### config.mk
export PLATFORM = sky130hd
export DESIGN_NAME = sbox_read_ctrl
export DESIGN_NICKNAME = d
export VERILOG_FILES = /design/src/rtl/bcrypt_pkg.sv /design/src/rtl/sbox_f_pipe.sv /design/src/rtl/sbox_read_ctrl.sv
export SDC_FILE = /design/constraint.sdc
export NUM_CORES = 1
export LEC_CHECK = 0
export CORE_MARGIN = 5
export CORE_UTILIZATION = 27
export CTS_CLUSTER_SIZE = 30
export DETAILED_ROUTE_END_ITERATION = 7
export SLEW_MARGIN = 20
export SYNTH_ARGS = -nofsm -noshare
export SYNTH_HDL_FRONTEND = slang
export SYNTH_SLANG_ARGS = --single-unit
export TNS_END_PERCENT = 50
### constraint.sdc
create_clock -name clk -period 7.92 [get_ports clk]
set_clock_uncertainty 0.15 [all_clocks]
set_input_delay 1.188 -clock clk [delete_from_list [all_inputs] [get_ports clk]]
set_output_delay 1.188 -clock clk [all_outputs]
set_load 0.02 [all_outputs]
### src/rtl/bcrypt_pkg.sv
// Shared definitions for the S-box read controller: FSM states, bank geometry
// and the half-block to SRAM read-address packing.
package bcrypt_pkg;

    typedef enum logic [2:0] {
        IDLE  = 3'd0,
        ISSUE = 3'd1,
        WAIT  = 3'd2,
        CALC1 = 3'd3,
        CALC2 = 3'd4,
        HOLD  = 3'd5
    } sbox_rd_state_e;

    localparam int SBOX_BANKS = 4;
    localparam int SBOX_ROW_W = 64;

    // a=x[31:24] goes to bank 0 in the lowest byte, d=x[7:0] to bank 3 in the top byte.
    function automatic logic [31:0] byte_to_addr(input logic [31:0] x);
        return {x[7:0], x[15:8], x[23:16], x[31:24]};
    endfunction

endpackage

### src/rtl/sbox_f_pipe.sv
// Two-stage Blowfish F combiner: stage 0 adds S0+S1, stage 1 xors S2 and adds S3.
module sbox_f_pipe (
    input  logic        clk,
    input  logic        rst_l,
    input  logic [1:0]  stage_en,
    input  logic [31:0] s0,
    input  logic [31:0] s1,
    input  logic [31:0] s2,
    input  logic [31:0] s3,
    output logic [31:0] f_out
);

    logic [31:0] t_reg;
    logic [31:0] f_reg;

    // Each stage only loads on its own enable so f_out stays put while the FSM holds.
    always_ff @(posedge clk or negedge rst_l) begin
        if (!rst_l) begin
            t_reg <= '0;
            f_reg <= '0;
        end else begin
            if (stage_en[0]) t_reg <= s0 + s1;
            if (stage_en[1]) f_reg <= (t_reg ^ s2) + s3;
        end
    end

    assign f_out = f_reg;

endmodule

### src/rtl/sbox_read_ctrl.sv
// Reads the four S-box banks for one half-block x and returns the Blowfish F(x),
// with a bounded wait on the SRAM and a sticky timeout flag.
module sbox_read_ctrl
    import bcrypt_pkg::*;
#(
    parameter int TIMEOUT = 15
) (
    input  logic        clk,
    input  logic        rst_l,
    input  logic        req_valid,
    output logic        req_ready,
    input  logic [31:0] req_x,
    output logic [31:0] re_addr,
    output logic        rd_req,
    input  logic        data_ready,
    input  logic [63:0] rd_data_0,
    input  logic [63:0] rd_data_1,
    input  logic [63:0] rd_data_2,
    input  logic [63:0] rd_data_3,
    output logic        f_valid,
    input  logic        f_ready,
    output logic [31:0] f_out,
    output logic        rd_err
);

    localparam int CNT_W = (TIMEOUT > 1) ? $clog2(TIMEOUT + 1) : 1;

    sbox_rd_state_e                          state_reg, state_next;
    logic [CNT_W-1:0]                        cnt_reg;
    logic [31:0]                             re_addr_reg;
    logic                                    rd_err_reg;
    logic [SBOX_BANKS-1:0][31:0]             s_reg;
    logic [SBOX_BANKS-1:0][31:0]             sel_word;
    logic [SBOX_BANKS-1:0][SBOX_ROW_W-1:0]   row;
    logic                                    accept;
    logic                                    in_wait;
    logic                                    timeout_hit;

    assign row = {rd_data_3, rd_data_2, rd_data_1, rd_data_0};

    // Bit 0 of each bank's address byte picks which 32-bit entry of the row is wanted.
    generate
        for (genvar gi = 0; gi < SBOX_BANKS; gi++) begin : g_bank
            assign sel_word[gi] = re_addr_reg[8*gi] ? row[gi][SBOX_ROW_W-1:32]
                                                    : row[gi][31:0];
        end
    endgenerate

    assign accept      = (state_reg == IDLE) && req_valid;
    assign in_wait     = (state_reg == WAIT);
    assign timeout_hit = (TIMEOUT != 0) && ((cnt_reg + CNT_W'(1)) == CNT_W'(TIMEOUT));

    always_comb begin
        state_next = state_reg;
        case (state_reg)
            IDLE:    if (req_valid) state_next = ISSUE;
            ISSUE:   state_next = WAIT;
            WAIT: begin
                // data_ready takes priority over a coincident timeout.
                if (data_ready)       state_next = CALC1;
                else if (timeout_hit) state_next = IDLE;
            end
            CALC1:   state_next = CALC2;
            CALC2:   state_next = HOLD;
            HOLD:    if (f_ready) state_next = IDLE;
            default: state_next = IDLE;
        endcase
    end

    always_ff @(posedge clk or negedge rst_l) begin
        if (!rst_l) begin
            state_reg   <= IDLE;
            cnt_reg     <= '0;
            re_addr_reg <= '0;
            rd_err_reg  <= 1'b0;
            s_reg       <= '0;
        end else begin
            state_reg <= state_next;
            if (accept) begin
                re_addr_reg <= byte_to_addr(req_x);
                rd_err_reg  <= 1'b0;
            end
            if (in_wait) begin
                if (data_ready) begin
                    s_reg   <= sel_word;
                    cnt_reg <= '0;
                end else if (timeout_hit) begin
                    rd_err_reg <= 1'b1;
                    cnt_reg    <= '0;
                end else begin
                    cnt_reg <= cnt_reg + CNT_W'(1);
                end
            end
        end
    end

    sbox_f_pipe u_f_pipe (
        .clk      (clk),
        .rst_l    (rst_l),
        .stage_en ({state_reg == CALC2, state_reg == CALC1}),
        .s0       (s_reg[0]),
        .s1       (s_reg[1]),
        .s2       (s_reg[2]),
        .s3       (s_reg[3]),
        .f_out    (f_out)
    );

    assign req_ready = (state_reg == IDLE);
    assign rd_req    = (state_reg == ISSUE) || (state_reg == WAIT);
    assign f_valid   = (state_reg == HOLD);
    assign re_addr   = re_addr_reg;
    assign rd_err    = rd_err_reg;

endmodule

# Word-level counts from Yosys, hierarchy flattened
# Cells that the tools add are included.
[classes] addsub=3 n_eq_ne=9 n_mux=15 n_bitwise=1 reduce_logical=5
[op_table] cell="$mux W32" n=4
[op_table] cell="$add A32 B32 Y32" n=2
[op_table] cell="$xor A32 B32 Y32" n=1
[op_table] cell="$pmux W3 S6" n=1
[op_table] cell="$mux W3" n=4
[op_table] cell="$mux W4" n=2
[op_table] cell="$eq A3 B2 Y1 const B" n=2
[op_table] cell="$eq A3 B3 Y1 const B" n=2
[op_table] cell="$add A4 B1 Y4 const B" n=1
[op_table] cell="$eq A4 B4 Y1 const B" n=1
[op_table] cell="$mux W1" n=4
[op_table] cell="$eq A3 B1 Y1 const B" n=1
[op_table] cell="$logic_not A3 Y1" n=1
[op_table] cell="$ne A3 B2 Y1 const B" n=1
[op_table] cell="$reduce_and A3 Y1" n=1
[op_table] cell="$ne A2 B1 Y1 const B" n=1
[op_table] cell="$ne A2 B2 Y1 const B" n=1
[op_table] cell="$reduce_and A2 Y1" n=1
[op_table] cell="$logic_and A1 B1 Y1" n=1
[op_table] cell="$logic_or A1 B1 Y1" n=1
[totals] register_bits=232 out_inout_bits=68

# Longest topological paths before layout
# Gate-level depths: netlist (run 1).
[logic_depth] ltp_word=6 mapped_depth=11 ltp_nobuf=11

# Cells and area by module
# Synthesis (run 1) repeated with hierarchy kept, for this count alone.
[hier_totals] hier_cells=1355 area_unflattened_um2=14111.0
[by_module_without_submodules] module="sbox_read_ctrl" instances=1 cells_each=686 area_per_inst_um2=7981.4 seq_area_each_um2=4204.0
[by_module_without_submodules] module="sbox_f_pipe" instances=1 cells_each=669 area_per_inst_um2=6129.6 seq_area_each_um2=1601.5

# Least setup slack after synthesis (run 1)
# Ideal clock, no wire load.
[synth_timing] path_kind="reg-to-reg" start="reg s_reg[64] (netlist bit)" end="reg u_f_pipe.f_reg[28], in the netlist u_f_pipe.f_out[28]" setup_time_ns=0.068 arrival_time_ns=2.695 required_ns=7.701 slack_ns=5.006 path_stages_with_launch=12 path_buffers=0 period_less_slack_ns=2.914 path_cell_list="dfrtp_1 xor2_1 ha_1 inv_1 fa_1 or2b_2 a21oi_1 o21ai_2 and4b_1 or4_4 a211o_1 nand3_1"
[synth_via] elab_chain_cells=2
[synth_rtl] element="start, declared" line_no="sbox_read_ctrl.sv:32" rtl="logic [SBOX_BANKS-1:0][31:0] s_reg;"
[synth_rtl] element="start signal, assigned" line_no="sbox_read_ctrl.sv:85" rtl="s_reg <= sel_word;"
[synth_rtl] element="$xor A32 B32 Y32" line_no="sbox_f_pipe.sv:23" rtl="if (stage_en[1]) f_reg <= (t_reg ^ s2) + s3;"
[synth_rtl] element="$add A32 B32 Y32" line_no="sbox_f_pipe.sv:23"
[synth_rtl] element="end signal, assigned" line_no="sbox_f_pipe.sv:23"
[synth_rtl] element="end, declared" line_no="sbox_f_pipe.sv:14" rtl="logic [31:0] f_reg;"
# Every way passes these cells.
# A chain may end at the register's enable or synchronous reset.

# Worst setup path in the final report (run 1)
[layout_timing] start="reg re_addr_reg[16], in the netlist re_addr[16]" end="out re_addr[16]"
[layout_lines] element="start, declared" line_no="sbox_read_ctrl.sv:30" rtl="logic [31:0] re_addr_reg;"
[layout_lines] element="start signal, assigned" line_no="sbox_read_ctrl.sv:80" rtl="re_addr_reg <= byte_to_addr(req_x);"
[layout_lines] element="end, declared" line_no="sbox_read_ctrl.sv:13" rtl="output logic [31:0] re_addr,"
# No word-level cell between the ends.

==> metrics.md, run 1 <==
| Metric | Value |
|---|---|
| Outcome | `completed` |
| Worst reg-to-reg setup slack | `4.47 ns` |
| Post-synthesis sequential area ratio | `0.424` |
| Crit path DAT | `2.44 ns` |
| RSZ-0062 raised after global routing | `no` |
| Largest net degree at the start of global routing | `137` |
| Fin. max-slew vios | `0` |
| Final WS setup | `between 4 and 5 ns` |
| FF+latch count, synth | `232` |
| CP peak stage delay | `approximately 1.1 ns` |
| DP HPWL | `33100 um` |
| Mean Syn Cell Area | `9.39 um2` |
| DP Worst Slack | `4.08 ns` |
| PnR Total Power | `~9.5 mW` |
| # rows | `82` |
| Worst skew pair latency | `~0.57 ns` |
| Worst Tran Pin Value | `1.13 ns` |
| Max VDD drop | `0.194 mV` |
| Most common cell after layout, fill and taps aside | `clkdlybuf4s50_1` |
| Clock Sinks | `around 230` |
| CP endpoint kind | `output port` |
| Number of synthesized flops with an enable pin | `0` |
| HP Class | `reg -> reg` |
| Delay-heaviest family, CP | `flip-flops` |
| Filler Cell Count | `5039` |
| Syn_nets | `1819` |
| Clk buf depth | `3` |
| CP Launch Type | `flip-flop` |
| WL final | `42400 um` |
| Peak Freq | `0.265 GHz` |
| Ys async rst share | `1.00` |
| Fin. Hold Viols | `0` |
| Crit path cell chain | `clkdlybuf4s50_1` |
| Clock transition at path regs | `~0.060 ns` |
| Share of layout cells above drive strength 1 | `0.0667` |
| Post-route DRC violation count | `0` |
| Setup CP Type | `reg -> out` |
| Largest area contributor in the netlist | `dfrtp_1` |
| Fin crit period | `3.78 ns` |
| Initial antenna violation count | `0` |
| Drt pass-1 iters | `4` |
| Vias in the first global route | `11900` |
| Yosys warns | `0` |
| Clock Power Share | `0.151` |
| Input/output buffers | `360` |
| Die Y-Extent | `235 um` |
| CTS tree | `built` |
| M2 GR Usage | `0.251` |
| Die area | `55300 um2` |
| Max reg flops | `roughly 130` |
| # H-tree levels | `1` |
| Core Area | `50200 um2` |
| Number of DRC markers in iteration 0 | `around 520` |
| Root Buffer | `clkbuf_16` |
| Postcts setup bufs | `0` |
| Crit path buf inv count | `1` |
| Num ports | `361` |
| Vias | `11600` |
| First-pass GRT wire length | `approximately 66000 um` |
| Synth cell types | `75` |
| Worst path required time | `roughly 6.6 ns` |
| Fin nets | `2137` |
| Total grt overflow | `0` |
| Ys flop type | `dfrtp_1` |
| Hold buffers post-CTS | `0` |
| Slew HR | `0.244` |
| DR vias/cell | `4.68` |
| GRT Util Overall | `0.146` |
| Final setup fails | `0` |
| Switch share | `0.461` |
| Area grow syn2layout | `38.1%` |
| Yosys top cell area share | `0.424` |
| Synth area leaders | `dfrtp_1, mux2i_1, a21oi_1` |
| Routed length per instance | `17.2 um` |
| TritonCTS buffer count | `29` |
| CP max FO | `34` |
| Synth Cell Area | `13700 um2` |
| Total negative slack | `0 ns` |
| PwrDens | `slightly above 500 nW/um2` |
| Mapped Cells | `roughly 1500` |
| Switching Power | `between 4 and 5 mW` |
| Sequential Power Share | `0.234` |
| Multi-input gate area in the final layout | `between 7000 and 8000 um2` |
| Initial Util | `0.273` |
| Slowest cell on the critical path | `dfrtp_2` |
| Reg area | `5810 um2` |
| Ratio of final minimum period to clock period | `0.477` |
| Most used cells in the layout excluding fill and tap cells | `clkdlybuf4s50_1, dfrtp_1, a21oi_1, nor2_1, mux2i_1` |
| Leakage Power | `7.98 nW` |
| Placer congestion estimate | `0.873` |
| Internal power | `5.13 mW` |
| Comb power frac | `0.616` |
| Post-CTS sizing | `0` |
| Die Span X | `235 um` |
| Global-route met1 utilization | `0.194` |
| Max_cap viols | `0` |
| Most used routing layer | `met2` |
| # diodes | `0` |
| Final ANT Viol Nets | `0` |
| GR Layer Usage met3 | `0.0231` |
-- Yosys cell counts (4+ instances only) --
cell type	n
dfrtp_1	232
a21oi_1	205
nor2_1	165
mux2i_1	129
nand2_1	122
o21ai_0	87
clkbuf_1	69
ha_1	67
xor2_1	57
mux2_2	32
nand3_1	31
a21o_1	23
inv_1	22
nand4_1	22
xnor2_1	22
o21a_1	13
a31oi_1	12
nor3_1	12
o211ai_1	9
o21bai_1	9
nand2b_1	8
nor2b_1	7
a211o_1	6
buf_6	6
a211oi_1	5
and2_1	5
a221oi_1	4
and3_1	4
or4_1	4
-- power groups by stage --
stage | sequential [mW] | combinational [mW] | clock (mW)
after CTS | 2.24 | 5.89 | 1.48
after global placement | 2.24 | 5.80 | 0
after detailed placement | 2.26 | 5.86 | 0
final | 2.22 | 5.86 | 1.43
after floorplan | 2.26 | 4.11 | 0
after global routing | 2.31 | 6.50 | 1.53
-- layout make-up --
type / count / share of cell area
Multi-Input combinational cell: 1119 / 0.392
Tap cell: 672 / 0.0445
Timing Repair Buffer: 371 / 0.196
Clock inverter: 19 / 0.0131
Sequential cell: 232 / 0.308
Inverter: 22 / 0.00437
Clock buffer: 35 / 0.0422
-- through the flow --
| step | std cells | instance area [um2] | utilization | hold slack [ns] |
|---|---|---|---|---|
| final | 2470 | 18900 | 0.377 | 0.332 |
| after floorplan | 1457 | 13700 | - | 0.315 |
| after global routing | 2470 | 18900 | 0.377 | 0.365 |
| after detailed placement | 2416 | 17800 | 0.356 | 0.324 |
| after global placement | 2416 | 17800 | 0.356 | 0.310 |
| after CTS | 2470 | 18900 | 0.377 | 0.336 |
-- cell families after synthesis --
group | Yosys count | share of synthesized area
buf+inv | 106 | 0.0344
compound gates | 405 | 0.173
simple gates | 405 | 0.133
xor+xnor | 79 | 0.0506
fa+ha+maj | 69 | 0.0642
flops | 232 | 0.424
mux | 161 | 0.121
-- final timing paths --
kind                                                start                        endpoint  depth (start not counted)
min in group asynchronous                           rst_l          re_addr[2]$_DFFE_PN0P_                          1
max in group asynchronous                           rst_l           s_reg[99]$_DFFE_PN0P_                          2
max reg2reg                         s_reg[64]$_DFFE_PN0P_  u_f_pipe.f_out[30]$_DFFE_PN0P_                         11
min reg2reg                u_f_pipe.f_out[17]$_DFFE_PN0P_  u_f_pipe.f_out[17]$_DFFE_PN0P_                          2
max                               re_addr[16]$_DFFE_PN0P_                     re_addr[16]                          1
min                        u_f_pipe.f_out[17]$_DFFE_PN0P_  u_f_pipe.f_out[17]$_DFFE_PN0P_                          2
-- metal layers --
metal | wire, um | share of wire
met5 | 0 | 0
met4 | 976 | 0.023
met3 | 1660 | 0.039
met2 | 20600 | 0.49
met1 | 19100 | 0.45
Power figures use the tool's default switching activity.
==> run 2, diff against run 1 <==
==> constraint.sdc (replaced) <==
create_clock -name clk -period 3.8 [get_ports clk]
set_clock_uncertainty 0.15 [all_clocks]
set_input_delay 0.57 -clock clk [delete_from_list [all_inputs] [get_ports clk]]
set_output_delay 0.57 -clock clk [all_outputs]
set_load 0.02 [all_outputs]
==> metrics.md, run 2 (same netlist as run 1, synthesis figures left out) <==
| Metric | Value |
|---|---|
| CP Launch Type | `flip-flop (unchanged)` |
| Clk buf depth | `3 (unchanged)` |
| # rows | `82 (unchanged)` |
| Most common cell after layout, fill and taps aside | `clkdlybuf4s50_1 (unchanged)` |
| Fin. max-slew vios | `0 (unchanged)` |
| CTS tree | `built (unchanged)` |
| # diodes | `0 (unchanged)` |
| First-pass GRT wire length | `66200 um (was 66100 um)` |
| Area post-placement | `17900 um2 (was 17800 um2)` |
| Internal power | `10.8 mW (was 5.13 mW)` |
| Core Area | `50200 um2 (unchanged)` |
| Root Buffer | `clkbuf_16 (unchanged)` |
| Fin. Hold Viols | `0 (unchanged)` |
| Switching Power | `9.09 mW (was 4.39 mW)` |
| Final Cell Area | `19000 um2 (was 18900 um2)` |
| RSZ-0062 raised after global routing | `no (unchanged)` |
| Die area | `55300 um2 (unchanged)` |
| Area grow syn2layout | `38.6% (was 38.1%)` |
| Slew HR | `0.456 (was 0.244)` |
| PnR Total Power | `19.9 mW (was 9.52 mW)` |
| Routed length per instance | `17.1 um (was 17.2 um)` |
| Initial Util | `0.273 (unchanged)` |
| Most used cells in the layout excluding fill and tap cells | `clkdlybuf4s50_1, dfrtp_1, a21oi_1, nor2_1, mux2i_1 (unchanged)` |
| Max_cap viols | `0 (unchanged)` |
| Ratio of final minimum period to clock period | `0.869` |
| Num ports | `361 (unchanged)` |
| Fin crit period | `3.30 ns` |
| Clock transition at path regs | `0.06 ns (about the same)` |
| Vias in the first global route | `12000 (was 11900)` |
| Leakage Power | `8.01 nW (was 7.98 nW)` |
| Switch share | `0.458 (was 0.461)` |
| Clock Power Share | `0.151 (about the same)` |
| DP HPWL | `33800 um (was 33100 um)` |
| HP Class | `reg -> reg (unchanged)` |
| Placer congestion estimate | `0.907 (was 0.873)` |
| Hold path depth | `2 (unchanged)` |
| Post-CTS sizing | `0 (unchanged)` |
| GRT Util Overall | `0.147 (was 0.146)` |
| DP Worst Slack | `0.483 ns (was 4.08 ns)` |
| Worst Tran Pin Value | `0.816 ns (was 1.13 ns)` |
| DR vias/cell | `4.69 (was 4.68)` |
| Max VDD drop | `0.373 mV (was 0.194 mV)` |
| Total negative slack | `0 ns (unchanged)` |
| CP endpoint kind | `flip-flop (was output port)` |
| Setup CP Type | `reg -> reg (was reg -> out)` |
| Final setup fails | `0 (unchanged)` |
| Worst R2R Path Depth | `11 (unchanged)` |
| # H-tree levels | `1 (unchanged)` |
| Initial antenna violation count | `0 (unchanged)` |
| Crit path DAT | `3.64 ns (was 2.44 ns)` |
| Largest net degree at the start of global routing | `108 (was 137)` |
| Outcome | `completed (unchanged)` |
| Sequential Power Share | `0.235 (was 0.234)` |
| Final ANT Viol Nets | `0 (unchanged)` |
| PwrDens | `1050 nW/um2 (was 504 nW/um2)` |
| Clock Sinks | `232 (unchanged)` |
| Final WS setup | `0.499 ns (was 4.14 ns)` |
| Total grt overflow | `0 (unchanged)` |
| Die Y-Extent | `235 um (unchanged)` |
| TritonCTS buffer count | `29 (unchanged)` |
| Peak Freq | `0.303 GHz` |
| Max reg flops | `128 (unchanged)` |
| CP max FO | `4 (was 34)` |
| Comb power frac | `0.613 (was 0.616)` |
| Vias | `11600 (about the same)` |
| Die Span X | `235 um (unchanged)` |
| WL final | `42400 um (about the same)` |
| Input/output buffers | `360 (unchanged)` |
| Drt pass-1 iters | `5 (was 4)` |
| Fin nets | `2142 (was 2137)` |
| Share of layout cells above drive strength 1 | `0.0666 (was 0.0667)` |
| Worst skew pair latency | `0.55 ns (was 0.57 ns)` |
| Post-route DRC violation count | `0 (unchanged)` |
| Worst path required time | `4.13 ns (was 6.58 ns)` |
| Number of DRC markers in iteration 0 | `522 (was 524)` |
## run 2: repair_timing
| action | in CTS | in global routing |
|---|---|---|
| hold endpoints to repair | 96 | 0 |
| setup buffers | 0 | 0 |
| endpoints found under the setup margin | 0 | 0 |
| hold buffers | 1 | 0 |
## run 2: final cells by class
class,instances,area [um2]
fill,4989,31200
multi-input combinational,1119,7410
sequential,232,5810
timing repair buffer,376,3770
tap,672,841
clock buffer,38,810
clock inverter,15,240
inverter,22,82.6
## run 2: through the flow
stage / hold WS (ns) / utilization / cells
4_1_cts: 0.320 / 0.378 / 2474
3_5_place_dp: 0.307 / 0.357 / 2420
5_1_grt: 0.359 / 0.378 / 2474
2_1_floorplan: 0.124 / - / 1457
6_report: 0.313 / 0.378 / 2474
3_3_place_gp: 0.314 / 0.357 / 2420
## run 2: final timing paths
check                                               startpoint                              to  slack (ns)
worst max-delay path                     s_reg[64]$_DFFE_PN0P_  u_f_pipe.f_out[30]$_DFFE_PN0P_        0.50
worst min-delay path            u_f_pipe.f_out[16]$_DFFE_PN0P_  u_f_pipe.f_out[16]$_DFFE_PN0P_        0.31
worst max register to register           s_reg[64]$_DFFE_PN0P_  u_f_pipe.f_out[30]$_DFFE_PN0P_        0.50
worst min register to register  u_f_pipe.f_out[16]$_DFFE_PN0P_  u_f_pipe.f_out[16]$_DFFE_PN0P_        0.31
max in group asynchronous                                rst_l          re_addr[0]$_DFFE_PN0P_        2.01
min in group asynchronous                                rst_l          re_addr[2]$_DFFE_PN0P_        0.47
## run 2: power groups by stage
| stage | logic, mW | registers [mW] | clock network, mW |
|---|---|---|---|
| global placement | 12.1 | 4.68 | 0 |
| global route | 13.5 | 4.85 | 3.18 |
| floorplan | 8.56 | 4.72 | 0 |
| CTS | 12.3 | 4.70 | 3.10 |
| detailed placement | 12.2 | 4.74 | 0 |
| finish | 12.2 | 4.67 | 3.00 |
## run 2: metal layers
layer | vias up | global-route usage | share of wire
met4 | 0 | 0.0464 | 0.029
met3 | 65 | 0.0208 | 0.039
li1 | 5855 | - | -
met5 | - | 0 | 0
met1 | 5403 | 0.193 | 0.45
met2 | 274 | 0.251 | 0.48
## run 2: worst max-delay path, cell delays in order, from the launching register on
cell     delay [ns]
dfrtp_1        0.38
xor2_1         0.15
ha_1           0.18
inv_1          0.06
fa_1           0.39
or2b_2         0.31
a21oi_1        0.29
o21ai_0        0.25
a21oi_1        0.32
o21ai_0        0.23
or4_1          0.43
nand3_1        0.09
==> run 3, diff against run 2 <==
--- a/config.mk
+++ b/config.mk
@@ -5,7 +5,6 @@
 export SDC_FILE = /design/constraint.sdc
 export NUM_CORES = 1
 export LEC_CHECK = 0
-export CORE_MARGIN = 5
 export CORE_UTILIZATION = 27
 export CTS_CLUSTER_SIZE = 30
 export DETAILED_ROUTE_END_ITERATION = 7
==> metrics.md, run 3 (same netlist as run 1, synthesis figures left out) <==
| Metric | Value |
|---|---|
| Die area | `51600 um2 (was 55300 um2)` |
| Most used cells in the layout excluding fill and tap cells | `clkdlybuf4s50_1, dfrtp_1, a21oi_1, nor2_1, mux2i_1 (unchanged)` |
| Most common cell after layout, fill and taps aside | `clkdlybuf4s50_1 (unchanged)` |
| Initial antenna violation count | `0 (unchanged)` |
| GRT Util Overall | `0.155 (was 0.147)` |
| PwrDens | `1040 nW/um2 (was 1050 nW/um2)` |
| # diodes | `0 (unchanged)` |
| Drt pass-1 iters | `5 (unchanged)` |
| Ratio of final minimum period to clock period | `0.876 (was 0.869)` |
| CP max FO | `4 (unchanged)` |
| RSZ-0062 raised after global routing | `no (unchanged)` |
| Input/output buffers | `360 (unchanged)` |
| DP HPWL | `32300 um (was 33800 um)` |
| Max_cap viols | `0 (unchanged)` |
| Number of DRC markers in iteration 0 | `649 (was 522)` |
| Fin nets | `2141 (was 2142)` |
| Root Buffer | `clkbuf_16 (unchanged)` |
| Fin crit period | `3.33 ns (was 3.30 ns)` |
| Vias | `11600 (about the same)` |
| Hold path depth | `2 (unchanged)` |
| Setup CP Type | `reg -> reg (unchanged)` |
| Max reg flops | `128 (unchanged)` |
| Max VDD drop | `0.325 mV (was 0.373 mV)` |
| Clock Sinks | `232 (unchanged)` |
| Peak Freq | `0.300 GHz (was 0.303 GHz)` |
| Slew HR | `0.499 (was 0.456)` |
| Worst Tran Pin Value | `0.744 ns (was 0.816 ns)` |
| Postcts setup bufs | `0 (unchanged)` |
| Worst skew pair latency | `0.56 ns (was 0.55 ns)` |
| Fin. Hold Viols | `0 (unchanged)` |
| PnR Total Power | `19.7 mW (was 19.9 mW)` |
| Filler Cell Count | `5115 (was 4989)` |
| Num ports | `361 (unchanged)` |
| Total negative slack | `0 ns (unchanged)` |
| CTS tree | `built (unchanged)` |
| CP Launch Type | `flip-flop (unchanged)` |
| First-pass GRT wire length | `62500 um (was 66200 um)` |
| Routed length per instance | `16.5 um (was 17.1 um)` |
| Post-route DRC violation count | `0 (unchanged)` |
| CP endpoint kind | `flip-flop (unchanged)` |
| Clock transition at path regs | `0.07 ns (was 0.06 ns)` |
| HP Class | `reg -> reg (unchanged)` |
| # rows | `82 (unchanged)` |
| Final setup fails | `0 (unchanged)` |
| WL final | `40900 um (was 42400 um)` |
| Largest net degree at the start of global routing | `106 (was 108)` |
| Total grt overflow | `0 (unchanged)` |
| Die Y-Extent | `227 um (was 235 um)` |
| Placer congestion estimate | `0.908 (was 0.907)` |
| Core Area | `50100 um2 (was 50200 um2)` |
| # H-tree levels | `1 (unchanged)` |
| Crit path DAT | `3.67 ns (was 3.64 ns)` |
| Die Span X | `227 um (was 235 um)` |
| Final ANT Viol Nets | `0 (unchanged)` |
| Leakage Power | `7.98 nW (was 8.01 nW)` |
| Clk buf depth | `3 (unchanged)` |
| DP Worst Slack | `0.440 ns (was 0.483 ns)` |
| Share of layout cells above drive strength 1 | `0.0667 (was 0.0666)` |
| Outcome | `completed (unchanged)` |
| Final WS setup | `0.469 ns (was 0.499 ns)` |
| Fin util | `0.378 (about the same)` |
| DR vias/cell | `4.68 (was 4.69)` |
| Fin. max-slew vios | `0 (unchanged)` |
| Vias in the first global route | `11300 (was 12000)` |
| Worst path required time | `4.14 ns (was 4.13 ns)` |
| Initial Util | `0.273 (about the same)` |
| TritonCTS buffer count | `29 (unchanged)` |
| Area grow syn2layout | `38.2% (was 38.6%)` |
| Worst R2R Path Depth | `11 (unchanged)` |
==> run 3: metal layers <==
layer	track usage	wire length, um
met1	0.209	18700
met2	0.264	19700
met3	0.0177	1760
met4	0.0401	782
met5	0	0
==> run 3: path summary, 6_finish.rpt <==
| kind | start | end | slack, ns |
|---|---|---|---|
| max reg2reg | s_reg[64]$_DFFE_PN0P_ | u_f_pipe.f_out[30]$_DFFE_PN0P_ | 0.47 |
| min reg2reg | u_f_pipe.f_out[10]$_DFFE_PN0P_ | u_f_pipe.f_out[10]$_DFFE_PN0P_ | 0.33 |
| min in group asynchronous | rst_l | re_addr[12]$_DFFE_PN0P_ | 0.44 |
| min | u_f_pipe.f_out[10]$_DFFE_PN0P_ | u_f_pipe.f_out[10]$_DFFE_PN0P_ | 0.33 |
| max | s_reg[64]$_DFFE_PN0P_ | u_f_pipe.f_out[30]$_DFFE_PN0P_ | 0.47 |
| max in group asynchronous | rst_l | re_addr[0]$_DFFE_PN0P_ | 1.99 |
==> run 3: cell type report <==
type                    count  area, um2  share of cell area
inverters                  22       82.6             0.00437
clock buffers              36        802              0.0424
multi-input cells        1119       7410               0.392
repair buffers            375       3760               0.199
clock inverters            16        198              0.0105
flip-flops and latches    232       5810               0.307
well taps                 672        841              0.0445
==> run 3: critical path, cell delays in order (launching register included) <==
cell,delay [ns]
dfrtp_1,0.39
xor2_1,0.16
ha_1,0.18
inv_1,0.05
fa_1,0.38
or2b_2,0.31
a21oi_1,0.29
o21ai_0,0.24
a21oi_1,0.33
o21ai_0,0.25
or4_1,0.43
nand3_1,0.10
==> run 3: repair_timing <==
| item | in CTS | in global routing |
|---|---|---|
| hold endpoints to repair | 71 | 0 |
| gates resized for setup | 0 | 0 |
| hold buffers | 1 | 0 |
==> run 3: per-stage QoR <==
stage	instances	instance area, um2	hold WS [ns]
3_5_place_dp	2419	17900	0.320
4_1_cts	2472	18900	0.333
3_3_place_gp	2419	17900	0.315
5_1_grt	2472	18900	0.355
6_report	2472	18900	0.326
2_1_floorplan	1457	13700	0.124
==> run 3: power breakdown <==
group	switching (mW)	internal [mW]
Combinational	7.04	5.17
Clock	1.11	1.76
Sequential	0.916	3.69
